$ cat src/rtl/four_bit_down_counter.sv
// Loadable down counter with prescaled stepping, one-shot or auto-reload operation,
// and a one-cycle terminal-count pulse when the count reaches zero.
//
// state | meaning
// ------+-----------------------------------------------------------
// IDLE  | count held, En ignored, waiting for Start or Load
// RUN   | prescaler advances on En, Q steps down, Tc pulses at zero
module four_bit_down_counter #(
    parameter int WIDTH      = 4,
    parameter int PRESCALE   = 1,
    parameter int RST_RELOAD = 15
) (
    input  logic             Clk,
    input  logic             Reset,
    input  logic             En,
    input  logic             Load,
    input  logic [WIDTH-1:0] LoadVal,
    input  logic             Start,
    input  logic             Stop,
    input  logic             Mode,
    output logic [WIDTH-1:0] Q,
    output logic             Tc,
    output logic             Busy
);

    localparam int PW = (PRESCALE > 1) ? $clog2(PRESCALE) : 1;
    localparam logic [PW-1:0] PS_LAST = PW'(PRESCALE - 1);

    typedef enum logic {
        IDLE = 1'b0,
        RUN  = 1'b1
    } state_t;

    state_t           state;
    logic [PW-1:0]    presc;
    logic [WIDTH-1:0] reload;
    logic [WIDTH-1:0] nxt;
    logic             presc_tc;

    // Leaving zero only happens through a reload, never by wrapping the decrement.
    assign nxt      = (Q == '0) ? reload : (Q - 1'b1);
    assign presc_tc = (presc == PS_LAST);
    assign Busy     = (state == RUN);

    always_ff @(posedge Clk or negedge Reset) begin
        if (!Reset) begin
            state  <= IDLE;
            presc  <= '0;
            reload <= WIDTH'(RST_RELOAD);
            Q      <= '0;
            Tc     <= 1'b0;
        end else begin
            Tc <= 1'b0;
            if (Load) begin
                Q      <= LoadVal;
                reload <= LoadVal;
                presc  <= '0;
            end else if (Stop) begin
                state <= IDLE;
                presc <= '0;
            end else if (Start && (state == IDLE)) begin
                Q     <= reload;
                presc <= '0;
                state <= RUN;
            end else if ((state == RUN) && En) begin
                if (presc_tc) begin
                    presc <= '0;
                    Q     <= nxt;
                    if (nxt == '0) begin
                        Tc <= 1'b1;
                        if (!Mode) begin
                            state <= IDLE;
                        end
                    end
                end else begin
                    presc <= presc + 1'b1;
                end
            end
        end
    end

endmodule

$ cat config.mk
export PLATFORM = sky130hd
export DESIGN_NAME = four_bit_down_counter
export DESIGN_NICKNAME = d
export VERILOG_FILES = /design/src/rtl/four_bit_down_counter.sv
export SDC_FILE = /design/constraint.sdc
export NUM_CORES = 1
export LEC_CHECK = 0
export CAP_MARGIN = 30
export CORE_AREA = 2 2 39 41
export DETAILED_ROUTE_END_ITERATION = 16
export DIE_AREA = 0 0 41 43
export GPL_ROUTABILITY_DRIVEN = 0
export PLACE_DENSITY_LB_ADDON = 0.05
export SLEW_MARGIN = 15
export SYNTH_ARGS = -nofsm -noshare
export SYNTH_HDL_FRONTEND = slang
export SYNTH_SLANG_ARGS = --single-unit
$ cat constraint.sdc
create_clock -name Clk -period 4.2 [get_ports Clk]
set_input_delay 0.63 -clock Clk [delete_from_list [all_inputs] [get_ports Clk]]
set_output_delay 0.63 -clock Clk [all_outputs]
set_load 0.05 [all_outputs]
==> impl_metrics.yaml, run 1 <==
final_layout:
  area_growth_pct: 32.9
  final_nets: 96
  mostFrequentLayoutCells: "16 x clkdlybuf4s50_1, 6 x dfrtp_1, 5 x nand2_1"
  drive_gt1_share_pct: 16.9
  final_common_cell: "clkdlybuf4s50_1"
  stdcell_count: 99
  num_antenna_cells: 0
hold_path:
  hold_start: "reload[2]$_DFFE_PN1P_"
  hold_path.class: "reg2reg"
  hold_end: "reload[2]$_DFFE_PN1P_"
  whs_path_depth: 2
yosys:
  synth_top_area_share_pct: 24.1
  synth.cell_area_um2: 623
  synth-main-ff-cell: "dfrtp_1"
  synth_nets: 78
  synth_warnings: 0
  yosysTopAreaCell: "dfrtp_1"
  synth_edf_count: 0
  netlist-cell-type-count: 32
  ys_ff_latch: 10
  synthArstFlopShare_pct: 100
  synthTopCellsByArea: "dfrtp_1 24%, dfstp_2 17%, mux2_2 5.4%"
  yosysSeqAreaShare_pct: 41.0
  postSynthCellCount: 66
  avgSynthCellArea_um2: 9.44
setup_path:
  slowest_stage: "clkdlybuf4s50_1"
  rrSetupSlack_ns: 2.29
  cp_num_buf_inv: 1
  cp-start-kind: "flip-flop"
  worst-path-max-fanout: 10
  required_ns: 3.57
  cp_cell_sequence: "clkdlybuf4s50_1"
  crit_arrival_ns: 1.65
  cp-end-kind: "output pin"
  rr_worst_depth: 6
  rr_startpoint: "Q[0]$_DFFE_PN0P_"
  critical_path.max_stage_delay_ns: 0.86
  rr_endpoint: "Q[0]$_DFFE_PN0P_"
  crit_family: "buffers and inverters"
  critPathKind: "reg2out"
place:
  placed_cells: 95
  io_buffers: 16
  post-dp-hpwl_um: 1020
clocking:
  clockRootBuffer: "clkbuf_4"
  post_cts_resized: 0
  htreeDepth: 1
  cts_made_buffers: 3
  clk_path_buf_depth: 2
  clk_latency_ns: 0.27
  cts_hold_repair.buffers: 0
  cts_tree: "yes"
  cts_post_setup_buffers_inserted: 0
  cts_sinks: 10
  clk_pin_slew_ns: 0.07
floorplan:
  rows: 14
  fp.dieH_um: 43
  die_w_um: 41
  initial_utilization_pct: 45.0
  ioPinCount: 17
  dieArea_um2: 1760
  coreArea_um2: 1380
timing:
  rsz0062_at_grt: "false"
  tightest_slew_ns: 0.638
  fmax_ghz: 0.439
  setup_violations: 0
  fin_crit_sh_pct: 54.2
  fin_crit_ns: 2.28
  skew_ns: 0.00427
  finalMaxSlewViolations: 0
  slew-limit-headroom_pct: 57.3
  finalSetupTns_ns: 0
  hold_violations: 0
routing:
  ant_nets: 0
  vias: 558
  wl_um: 1380
  drc: 0
  drt_iter0_drc: 8
  vias_per_cell: 5.64
  dr.pass1.iters: 4
  wl_per_cell_um: 14.0
pwr:
  cellLeakagePower_nw: 0.325
  design_power_total_mw: 0.316
  power.density_nw_per_um2: 382
  irDropWorstVdd_v: 0.000181
global_routing:
  grt_pass1_wl_um: 2330
  grt_pass1_vias: 507
  gr-usage-all-layers_pct: 20.1
  grt-ovfl-total: 0
  antenna_found_initial: 0
  grt_max_degree: 20
run_status:
  status: "finished, final reports clean"
flow_run:
  max_cap_viol_count: 0
sequential cells by signal, indices dropped and copies added (netlist names):
name	cells
Tc	1
Q	4
reload	4
Busy	1
power breakdown:
group	total (mW)	internal, mW	switching (mW)
registers	0.124	0.110	0.0149
logic	0.104	0.0455	0.0585
clock network	0.0880	0.0526	0.0353
total	0.316	0.208	0.109
kinds of logic (layout without fill, tap and decap cells):
family | after synthesis | in the layout | synth area share [%]
flops | 10 | 10 | 41.0
compound gates | 21 | 21 | 24.5
simple gates | 25 | 25 | 23.5
buf+inv | 6 | 23 | 3.61
mux | 3 | 3 | 5.42
fa+ha+maj | 1 | 1 | 2.01
routing by layer:
layer	wire, um	track usage (%)	up-vias	share of wire (%)
met5	0	0	-	0
met4	15	10.0	0	1.1
met1	657	29.2	257	47
met3	87	4.71	2	6.3
li1	-	-	280	-
met2	624	26.9	19	45
cell type report:
class / instances / area, um^2
clock buffer: 4 / 36.3
fill: 142 / 556
inverter: 3 / 11.3
multi-input combinational: 50 / 345
sequential: 10 / 255
tap: 16 / 20.0
timing repair buffer: 16 / 160
how the worst max path moves through the flow:
stage | start | to | slack (ns) | cells after the start
3_3_place_gp | Load | Q[1]$_DFFE_PN0P_ | 2.10 | 4
2_1_floorplan | Q[0]$_DFFE_PN0P_ | Q[0]$_DFFE_PN0P_ | 2.26 | 6
6_report | Q[2]$_DFFE_PN0P_ | Q[2] | 1.92 | 1
4_1_cts | Q[2]$_DFFE_PN0P_ | Q[2] | 1.92 | 1
3_5_place_dp | Load | Busy$_DFFE_PN0P_ | 2.08 | 4
5_1_grt | Q[2]$_DFFE_PN0P_ | Q[2] | 1.88 | 1
synthesized netlist by cell type, types with 2 or more instances:
cell and number:
mux2_2 3, clkbuf_1 2, nor3_1 4, inv_1 3
nand2b_1 4, a211o_1 2, nand2_1 5, nand3_1 3
o21ai_0 3, o211ai_1 3, dfrtp_1 6, dfstp_2 4
a21oi_1 4, nor2b_1 2
stage by stage:
step                hold slack (ns)  utilization (%)  cell area [um^2]  worst slack, ns
floorplan                     0.334                -               623             2.26
global placement              0.510             57.2               792             2.10
detailed placement            0.509             57.2               792             2.08
CTS                           0.523             59.9               828             1.92
global route                  0.564             59.9               828             1.88
finish                        0.519             59.9               828             1.92
Power figures use the tool's default switching activity.
==> run 2, diff against run 1 <==
CORE_AREA = default   (was 2 2 39 41)
CORE_UTILIZATION = 45   (was default)
DIE_AREA = default   (was 0 0 41 43)
clock period = 2.36 ns   (was 4.2 ns; I/O delays follow)
==> impl_metrics.yaml, run 2 (synthesized netlist as in run 1, its figures left out) <==
run_status:
  status: "finished, final reports clean"
setup_path:
  critPathKind: "reg2out"
  crit_family: "buffers and inverters"
  rr_worst_depth: 6
  required_ns: 2.01
  cp-end-kind: "output pin"
  rr_startpoint: "Q[0]$_DFFE_PN0P_"
  rr_endpoint: "Q[0]$_DFFE_PN0P_"
  slowest_stage: "clkdlybuf4s50_1"
  crit_arrival_ns: 1.64
  worst-path-max-fanout: 10
  critical_path.max_stage_delay_ns: 0.86
  cp_num_buf_inv: 1
  cp.depth: 1
  cp_cell_sequence: "clkdlybuf4s50_1"
  cp-start-kind: "flip-flop"
  rrSetupSlack_ns: 0.48
floorplan:
  fp.dieH_um: 39.2
  initial_utilization_pct: 47.9
  rows: 13
  ioPinCount: 17
  coreArea_um2: 1300
  dieArea_um2: 1540
  die_w_um: 39.2
routing:
  ant_nets: 0
  dr.pass1.iters: 4
  vias_per_cell: 5.79
  drt_iter0_drc: 4
  vias: 567
  drc: 0
  wl_um: 1350
  wl_per_cell_um: 13.7
pwr:
  intPower_mw: 0.370
  irDropWorstVdd_v: 0.000472
  power_frac_clock_pct: 27.9
  cellLeakagePower_nw: 0.325
  p_switching_mw: 0.195
  pwr-share-comb_pct: 33.0
  pwr-share-seq_pct: 39.1
  p_sw_share_pct: 34.5
  power.density_nw_per_um2: 682
timing:
  fmax_ghz: 0.501
  setup_slack_ns: 0.362
  finalSetupTns_ns: 0
  hold_violations: 0
  slew-limit-headroom_pct: 59.0
  setup_violations: 0
  finalMaxSlewViolations: 0
  fin_crit_ns: 2.00
  rsz0062_at_grt: "false"
  skew_ns: 0.0153
  fin_crit_sh_pct: 84.7
  tightest_slew_ns: 0.614
final_layout:
  drive_gt1_share_pct: 16.9
  num_antenna_cells: 0
  final_common_cell: "clkdlybuf4s50_1"
  final_nets: 96
  reg_top3: "Q x4, reload x4"
  final_core_util_pct: 63.6
  nFillCells: 128
  area_growth_pct: 32.7
  mostFrequentLayoutCells: "16 x clkdlybuf4s50_1, 6 x dfrtp_1, 5 x nand2_1"
global_routing:
  antenna_found_initial: 0
  gr-usage-all-layers_pct: 22.3
  grt_max_degree: 20
  grt_pass1_wl_um: 2230
  grt_pass1_vias: 494
  grt-ovfl-total: 0
clocking:
  htreeDepth: 1
  clk_path_buf_depth: 2
  post_cts_resized: 0
  clockRootBuffer: "clkbuf_4"
  clk_pin_slew_ns: 0.08
  cts_made_buffers: 3
  cts_hold_repair.buffers: 0
  clk_latency_ns: 0.27
  cts_tree: "yes"
  cts_post_setup_buffers_inserted: 0
  cts_sinks: 10
hold_path:
  hold_path.class: "in2async"
place:
  detailedPlace.worstSlack_ns: 0.497
  io_buffers: 16
  post-dp-hpwl_um: 1030
flow_run:
  max_cap_viol_count: 0
[run 2: cell counts in the layout (fill, tap and decap cells not counted)]
Identical to the previous run, type by type.
[run 2: power groups by stage]
stage / Combinational (mW) / Sequential (mW) / Clock (mW)
after floorplan: 0.0873 / 0.256 / 0
after global placement: 0.185 / 0.224 / 0
after detailed placement: 0.186 / 0.224 / 0
after CTS: 0.186 / 0.221 / 0.160
after global routing: 0.201 / 0.224 / 0.171
final: 0.186 / 0.221 / 0.157
[run 2: layout make-up]
| type | instances | area (um^2) | share of cell area, % |
|---|---|---|---|
| sequential | 10 | 255 | 30.9 |
| inverter | 3 | 11.3 | 1.36 |
| clock buffer | 4 | 36.3 | 4.39 |
| multi-input combinational | 50 | 345 | 41.8 |
| tap | 15 | 18.8 | 2.27 |
| timing repair buffer | 16 | 160 | 19.4 |
[run 2: per-stage QoR]
stage	instances	hold slack (ns)	cell area, um^2	power [mW]
CTS	98	0.408	827	0.567
finish	98	0.392	827	0.564
global route	98	0.434	827	0.596
detailed placement	94	0.516	791	0.410
floorplan	66	0.0584	623	0.343
global placement	94	0.507	791	0.409
[run 2: how the worst max path moves through the flow]
stage                       endpoint              from  slack (ns)
floorplan           Q[0]$_DFFE_PN0P_  Q[0]$_DFFE_PN0P_        0.42
global placement    Busy$_DFFE_PN0P_              Load        0.48
detailed placement  Busy$_DFFE_PN0P_              Load        0.50
CTS                             Q[2]  Q[2]$_DFFE_PN0P_        0.36
global route                    Q[2]  Q[2]$_DFFE_PN0P_        0.30
finish                          Q[2]  Q[2]$_DFFE_PN0P_        0.36
[run 2: metal layers]
metal	GRT usage (%)	share of wire (%)	up-vias
li1	-	-	287
met1	28.6	48	266
met2	35.0	47	12
met3	8.67	4.7	2
met4	5.17	0.45	0
met5	0	0	-
[run 2: worst reg2reg max path, delay by kind of cell, from the launching register on]
kind	cells	cell delay [ns]
simple gates	2	0.50
compound gates	2	0.45
flops	1	0.44
fa+ha+maj	1	0.27
buf+inv	1	0.10
